`src/rtl/alu_issue_stage_pkg.sv`:
```
// Shared widths, bubble opcode and ALU control payload for the decode/execute issue stage.
package alu_issue_stage_pkg;

   localparam int unsigned DATA_WIDTH = 16;
   localparam int unsigned REG_ADDR_W = 3;
   localparam int unsigned OPER_W     = 4;

   localparam logic [OPER_W-1:0] OPER_NOP = 4'b0000;

   typedef struct packed {
      logic [OPER_W-1:0] oper;
      logic              inv_a;
      logic              inv_b;
      logic              cin;
      logic              sign;
   } alu_ctrl_t;

endpackage

```
`src/rtl/alu_issue_stage_fwd_sel.sv`:
```
// Operand forwarding select: EX/MEM over MEM/WB over the stored register-file value.
module alu_issue_stage_fwd_sel #(
   parameter int unsigned DATA_WIDTH = 16,
   parameter int unsigned REG_ADDR_W = 3
) (
   input  logic                  en,
   input  logic [REG_ADDR_W-1:0] src_reg,
   input  logic [DATA_WIDTH-1:0] stored_data,
   input  logic                  exmem_wr_en,
   input  logic [REG_ADDR_W-1:0] exmem_rd,
   input  logic [DATA_WIDTH-1:0] exmem_result,
   input  logic                  memwb_wr_en,
   input  logic [REG_ADDR_W-1:0] memwb_rd,
   input  logic [DATA_WIDTH-1:0] memwb_result,
   output logic [DATA_WIDTH-1:0] data_c,
   output logic                  memwb_hit_c
);

   logic exmem_hit_c;

   assign exmem_hit_c = en & exmem_wr_en & (exmem_rd == src_reg);
   assign memwb_hit_c = en & memwb_wr_en & (memwb_rd == src_reg);

   assign data_c = exmem_hit_c ? exmem_result :
                   memwb_hit_c ? memwb_result : stored_data;

endmodule

```
`src/rtl/alu_issue_stage.sv`:
```
// Decode/execute pipeline register for the 16-bit ALU with result forwarding,
// load-use hazard detection, stall hold and flush/bubble insertion.
module alu_issue_stage #(
   parameter int unsigned DATA_WIDTH = alu_issue_stage_pkg::DATA_WIDTH,
   parameter int unsigned REG_ADDR_W = alu_issue_stage_pkg::REG_ADDR_W
) (
   input  logic                  clk,
   input  logic                  rst,
   input  logic                  id_valid,
   input  logic [REG_ADDR_W-1:0] id_rs,
   input  logic [REG_ADDR_W-1:0] id_rt,
   input  logic [REG_ADDR_W-1:0] id_rd,
   input  logic                  id_rs_used,
   input  logic                  id_rt_used,
   input  logic [DATA_WIDTH-1:0] id_rs_data,
   input  logic [DATA_WIDTH-1:0] id_rt_data,
   input  logic [DATA_WIDTH-1:0] id_imm,
   input  logic                  id_use_imm,
   input  logic [3:0]            id_oper,
   input  logic                  id_invA,
   input  logic                  id_invB,
   input  logic                  id_cin,
   input  logic                  id_sign,
   input  logic                  id_wr_en,
   input  logic                  id_is_load,
   input  logic                  stall_in,
   input  logic                  flush,
   input  logic                  exmem_wr_en,
   input  logic [REG_ADDR_W-1:0] exmem_rd,
   input  logic [DATA_WIDTH-1:0] exmem_result,
   input  logic                  memwb_wr_en,
   input  logic [REG_ADDR_W-1:0] memwb_rd,
   input  logic [DATA_WIDTH-1:0] memwb_result,
   output logic                  ex_valid,
   output logic [DATA_WIDTH-1:0] ex_InA,
   output logic [DATA_WIDTH-1:0] ex_InB,
   output logic [3:0]            ex_Oper,
   output logic                  ex_invA,
   output logic                  ex_invB,
   output logic                  ex_Cin,
   output logic                  ex_sign,
   output logic [REG_ADDR_W-1:0] ex_rd,
   output logic                  ex_wr_en,
   output logic                  ex_is_load,
   output logic                  hazard_stall
);

   import alu_issue_stage_pkg::*;

   logic                  valid_q,   valid_d;
   alu_ctrl_t             ctrl_q,    ctrl_d;
   logic [REG_ADDR_W-1:0] rd_q,      rd_d;
   logic                  wr_en_q,   wr_en_d;
   logic                  is_load_q, is_load_d;
   logic [REG_ADDR_W-1:0] rs_q,      rs_d;
   logic [REG_ADDR_W-1:0] rt_q,      rt_d;
   logic                  rs_used_q, rs_used_d;
   logic                  rt_used_q, rt_used_d;
   logic                  use_imm_q, use_imm_d;
   logic [DATA_WIDTH-1:0] a_q,       a_d;
   logic [DATA_WIDTH-1:0] b_q,       b_d;

   logic                  a_memwb_hit_c;
   logic                  b_memwb_hit_c;

   // Load in EX whose destination is read by the instruction in decode.
   assign hazard_stall = valid_q & is_load_q & wr_en_q & id_valid & ~flush &
                         ((id_rs_used & (id_rs == rd_q)) |
                          (id_rt_used & ~id_use_imm & (id_rt == rd_q)));

   alu_issue_stage_fwd_sel #(
      .DATA_WIDTH (DATA_WIDTH),
      .REG_ADDR_W (REG_ADDR_W)
   ) u_fwd_a (
      .en           (valid_q & rs_used_q),
      .src_reg      (rs_q),
      .stored_data  (a_q),
      .exmem_wr_en  (exmem_wr_en),
      .exmem_rd     (exmem_rd),
      .exmem_result (exmem_result),
      .memwb_wr_en  (memwb_wr_en),
      .memwb_rd     (memwb_rd),
      .memwb_result (memwb_result),
      .data_c       (ex_InA),
      .memwb_hit_c  (a_memwb_hit_c)
   );

   // An immediate B operand is never replaced by a forwarded result.
   alu_issue_stage_fwd_sel #(
      .DATA_WIDTH (DATA_WIDTH),
      .REG_ADDR_W (REG_ADDR_W)
   ) u_fwd_b (
      .en           (valid_q & rt_used_q & ~use_imm_q),
      .src_reg      (rt_q),
      .stored_data  (b_q),
      .exmem_wr_en  (exmem_wr_en),
      .exmem_rd     (exmem_rd),
      .exmem_result (exmem_result),
      .memwb_wr_en  (memwb_wr_en),
      .memwb_rd     (memwb_rd),
      .memwb_result (memwb_result),
      .data_c       (ex_InB),
      .memwb_hit_c  (b_memwb_hit_c)
   );

   // Next stage contents: bubble by default, then hold or capture.
   always_comb begin
      valid_d     = 1'b0;
      ctrl_d      = '0;
      ctrl_d.oper = OPER_NOP;
      rd_d        = '0;
      wr_en_d     = 1'b0;
      is_load_d   = 1'b0;
      rs_d        = '0;
      rt_d        = '0;
      rs_used_d   = 1'b0;
      rt_used_d   = 1'b0;
      use_imm_d   = 1'b0;
      a_d         = '0;
      b_d         = '0;

      if (!flush && stall_in) begin
         valid_d   = valid_q;
         ctrl_d    = ctrl_q;
         rd_d      = rd_q;
         wr_en_d   = wr_en_q;
         is_load_d = is_load_q;
         rs_d      = rs_q;
         rt_d      = rt_q;
         rs_used_d = rs_used_q;
         rt_used_d = rt_used_q;
         use_imm_d = use_imm_q;
         // Retiring MEM/WB value would otherwise vanish while we hold.
         a_d       = a_memwb_hit_c ? memwb_result : a_q;
         b_d       = b_memwb_hit_c ? memwb_result : b_q;
      end else if (!flush && !hazard_stall && id_valid) begin
         valid_d     = 1'b1;
         ctrl_d.oper = id_oper;
         ctrl_d.inv_a = id_invA;
         ctrl_d.inv_b = id_invB;
         ctrl_d.cin  = id_cin;
         ctrl_d.sign = id_sign;
         rd_d        = id_rd;
         wr_en_d     = id_wr_en;
         is_load_d   = id_is_load;
         rs_d        = id_rs;
         rt_d        = id_rt;
         rs_used_d   = id_rs_used;
         rt_used_d   = id_rt_used;
         use_imm_d   = id_use_imm;
         a_d         = id_rs_data;
         b_d         = id_use_imm ? id_imm : id_rt_data;
      end
   end

   always_ff @(posedge clk) begin
      if (rst) begin
         valid_q   <= 1'b0;
         ctrl_q    <= '0;
         rd_q      <= '0;
         wr_en_q   <= 1'b0;
         is_load_q <= 1'b0;
         rs_q      <= '0;
         rt_q      <= '0;
         rs_used_q <= 1'b0;
         rt_used_q <= 1'b0;
         use_imm_q <= 1'b0;
         a_q       <= '0;
         b_q       <= '0;
      end else begin
         valid_q   <= valid_d;
         ctrl_q    <= ctrl_d;
         rd_q      <= rd_d;
         wr_en_q   <= wr_en_d;
         is_load_q <= is_load_d;
         rs_q      <= rs_d;
         rt_q      <= rt_d;
         rs_used_q <= rs_used_d;
         rt_used_q <= rt_used_d;
         use_imm_q <= use_imm_d;
         a_q       <= a_d;
         b_q       <= b_d;
      end
   end

   assign ex_valid   = valid_q;
   assign ex_Oper    = ctrl_q.oper;
   assign ex_invA    = ctrl_q.inv_a;
   assign ex_invB    = ctrl_q.inv_b;
   assign ex_Cin     = ctrl_q.cin;
   assign ex_sign    = ctrl_q.sign;
   assign ex_rd      = rd_q;
   assign ex_wr_en   = wr_en_q;
   assign ex_is_load = is_load_q;

endmodule

```
`config.mk`:
```
export PLATFORM = sky130hd
export DESIGN_NAME = alu_issue_stage
export DESIGN_NICKNAME = d
export VERILOG_FILES = /design/src/rtl/alu_issue_stage_pkg.sv /design/src/rtl/alu_issue_stage_fwd_sel.sv /design/src/rtl/alu_issue_stage.sv
export SDC_FILE = /design/constraint.sdc
export NUM_CORES = 1
export LEC_CHECK = 0
export ABC_AREA = 1
export BUFFER_PORTS_ARGS = -buffer_cell sky130_fd_sc_hd__buf_4
export CAP_MARGIN = 5
export CORE_AREA = 5 5 108 79
export CTS_BUF_LIST = sky130_fd_sc_hd__clkbuf_4 sky130_fd_sc_hd__clkbuf_8
export DETAILED_ROUTE_END_ITERATION = 6
export DIE_AREA = 0 0 113 84
export GPL_TIMING_DRIVEN = 0
export PLACE_DENSITY = 0.88
export SLEW_MARGIN = 5
export SYNTH_ARGS = -nofsm -noshare
export SYNTH_HDL_FRONTEND = slang
export SYNTH_SLANG_ARGS = --single-unit
```
`constraint.sdc`:
```
create_clock -name clk -period 1.7 [get_ports clk]
set_input_delay 0 -clock clk [delete_from_list [all_inputs] [get_ports clk]]
set_output_delay 0 -clock clk [all_outputs]
set_load 0.02 [all_outputs]
```
==> impl_metrics.json <==
{
  "run_status": "finished, violations left",
  "violations": "hold timing, setup timing",
  "skew_ns": 0.0155,
  "cp.required_ns": 1.70,
  "switching_share_pct": 29.4,
  "final_cells": 892,
  "seq_power_share_pct": 46.0,
  "worst_hold_slack_ns": -0.0149,
  "clk_latency_ns": 0.33,
  "rsz0062_at_grt": "yes",
  "crit_fanout": 10,
  "grt_max_degree": 17,
  "ir_worst_vdd_mv": 0.440,
  "register_area_mm2": 0.00112,
  "slowest_delay_ns": 0.35,
  "via_count": 5136,
  "htree_levels": 2,
  "core_mm2": 0.00753,
  "layout.nets": 905,
  "yosys.area.top_type_share_pct": 31.3,
  "port-buffer-count": 159,
  "setup_viol": 31,
  "fin_area_mm2": 0.00618,
  "slowest_stage": "dfxtp_2",
  "grt_pass1_vias": 4565,
  "p_leak_nw": 2.78,
  "yosysTopAreaCell": "dfxtp_1",
  "drv_cap": 0,
  "r2r-start": "use_imm_q",
  "clockRootBuffer": "clkbuf_8",
  "drv_slew": 0,
  "drt_iter0_drc": 659,
  "antenna_left": 0,
  "fin_tns_setup_ns": -3.46,
  "critical_path_class": "register to output port",
  "ctsLongestPathBuffers": 2,
  "synth_nets": 677,
  "num_antenna_cells": 0,
  "max_freq_ghz": 0.528,
  "synth.area.top_cells": "dfxtp_1 (31%), nand3_1 (17%), nand2_1 (15%)",
  "fill_cells": 447,
  "worst_ep_arrival_time_ns": 1.89,
  "power_switching_uw": 850,
  "drtPass1Iterations": 7,
  "synth.cell_area_mm2": 0.00352,
  "hold_violations": 1,
  "cts.sinks": 55,
  "drc_errors": 0,
  "syn_area_per_cell_um2": 6.26,
  "fin_crit_ns": 1.89,
  "dp_slack_ns": -0.131,
  "multi_input_area_mm2": 0.00242,
  "hpwl_um": 10400,
  "placed_cells": 822,
  "crit_path_end_kind": "output port",
  "final_util_pct": 82.1,
  "power_frac_comb_pct": 25.3,
  "cts_tree": "yes",
  "clk_pin_slew_ns": 0.10,
  "setup.worst_path.start": "use_imm_q",
  "area_growth_pct": 75.6,
  "tightest_slew_ns": 0.925,
  "row_count": 27,
  "final_cell_mix": "buf_4 (160), nand3_1 (115), nand2_1 (89)",
  "finalCritPeriodShare_pct": 111,
  "via_per_inst": 5.76,
  "relSlewSlack_pct": 38.1,
  "final_common_cell": "buf_4",
  "syn_inst": 562,
  "fin_ws_ns": -0.195,
  "pin_count": 162,
  "cts_made_buffers": 5,
  "cpMostUsedCell": "buf_4",
  "grt_pass1_wl_um": 22700,
  "start_util_pct": 46.7,
  "die_x_um": 113,
  "seq_area_frac_synth_pct": 31.3,
  "drive_gt1_share_pct": 43.6,
  "path_cells": "nand3b_1 -> nor2_4 -> buf_4 -> nand3_1 -> nand2_1 -> o21ai_1 -> buf_4",
  "die_h_um": 84,
  "synth.distinct_cells": 21,
  "drt-wirelength-per-cell_um": 19.2,
  "die-area_mm2": 0.00949,
  "cellPowerDensity_mw_per_mm2": 468,
  "drt_wl_total_um": 17100,
  "p_int_mw": 2.04,
  "cp-start-kind": "register",
  "antenna_found_initial": 0,
  "ys_seq_elements": 55,
  "clkPwrFrac_pct": 28.8,
  "post_dp_cell_area_mm2": 0.00484,
  "ys.warnings.count": 0,
  "hold_path_class": "primary input to register",
  "grtUsageTotal_pct": 29.6,
  "gp_congestion": 0.951,
  "overflow": 0,
  "hold_start": "id_rs_used"
}
[layout make-up]
type / count / share of cell area, %
tap: 101 / 2.04
clock buffer: 7 / 1.46
sequential: 55 / 18.2
multi-input combinational: 404 / 39.1
inverter: 66 / 4.01
buffer: 36 / 4.55
timing repair buffer: 222 / 30.5
clock inverter: 1 / 0.142
[sequential cells by signal, indices dropped and copies added (netlist names), 3 cells and up]
register  cells
a_q          16
ex_Oper       4
rs_q          3
b_q          16
rt_q          3
ex_rd         3
[final timing paths]
check,endpoint,slack (ns),cells after the start
min,rs_used_q,-0.01,3
max,ex_InB[9],-0.19,7
max reg2reg,b_q[5],0.12,6
min reg2reg,ex_Oper[2],0.48,2
[worst max-delay path: cells and delay by family (launching register included)]
family                 cells  cell delay (ns)
and+or+nand+nor            4             0.79
buffers and inverters      2             0.36
DFF                        1             0.35
AOI/OAI and AO/OA          1             0.08
[cells by family after synthesis]
group / after synthesis / synth area share, %
muxes: 16 / 5.12
AOI/OAI and AO/OA: 89 / 12.7
and+or+nand+nor: 291 / 36.7
DFF: 55 / 31.3
buffers and inverters: 103 / 12.2
xor gates and xnor gates: 8 / 1.99
[power groups by stage]
stage	clock (mW)	combinational, mW	sequential (mW)
global route	0.864	0.768	1.33
floorplan	0	0.236	1.36
global placement	0	0.553	1.36
finish	0.831	0.731	1.33
CTS	0.806	0.659	1.33
detailed placement	0	0.560	1.36
[metal layers]
| metal | up-vias | global-route usage, % | share of wire (%) |
|---|---|---|---|
| met1 | 2294 | 38.4 | 37 |
| met2 | 442 | 48.9 | 46 |
| met4 | 0 | 9.93 | 5.8 |
| met3 | 113 | 5.94 | 11 |
| li1 | 2287 | - | - |
| met5 | - | 0 | 0 |
[synth_stat cells (all sizes together)]
master  instances
nand2         147
nand3         122
inv            66
a21oi          55
dfxtp          55
o21ai          33
buf            22
nor2           19
mux2           16
clkbuf         15
xor2            5
xnor2           3
and3            1
nand3b          1
nor3            1
o211ai          1
[through the flow]
| step | power (mW) | hold WS (ns) |
|---|---|---|
| 2_1_floorplan | 1.60 | 0.160 |
| 3_3_place_gp | 1.91 | 0.277 |
| 3_5_place_dp | 1.92 | 0.284 |
| 4_1_cts | 2.79 | 0.0142 |
| 5_1_grt | 2.96 | 0.0171 |
| 6_report | 2.89 | -0.0149 |
[timing repair]
action                                 4_1_cts  5_1_grt
gates cloned                                 4        2
endpoints found under the hold margin       36        0
resized for setup                           88      111
buffers inserted                            15        6
hold buffers                                36        0
pin swaps                                   26       33
setup endpoints to repair                   40       50
Note: power is estimated with default switching activity, not from simulation.
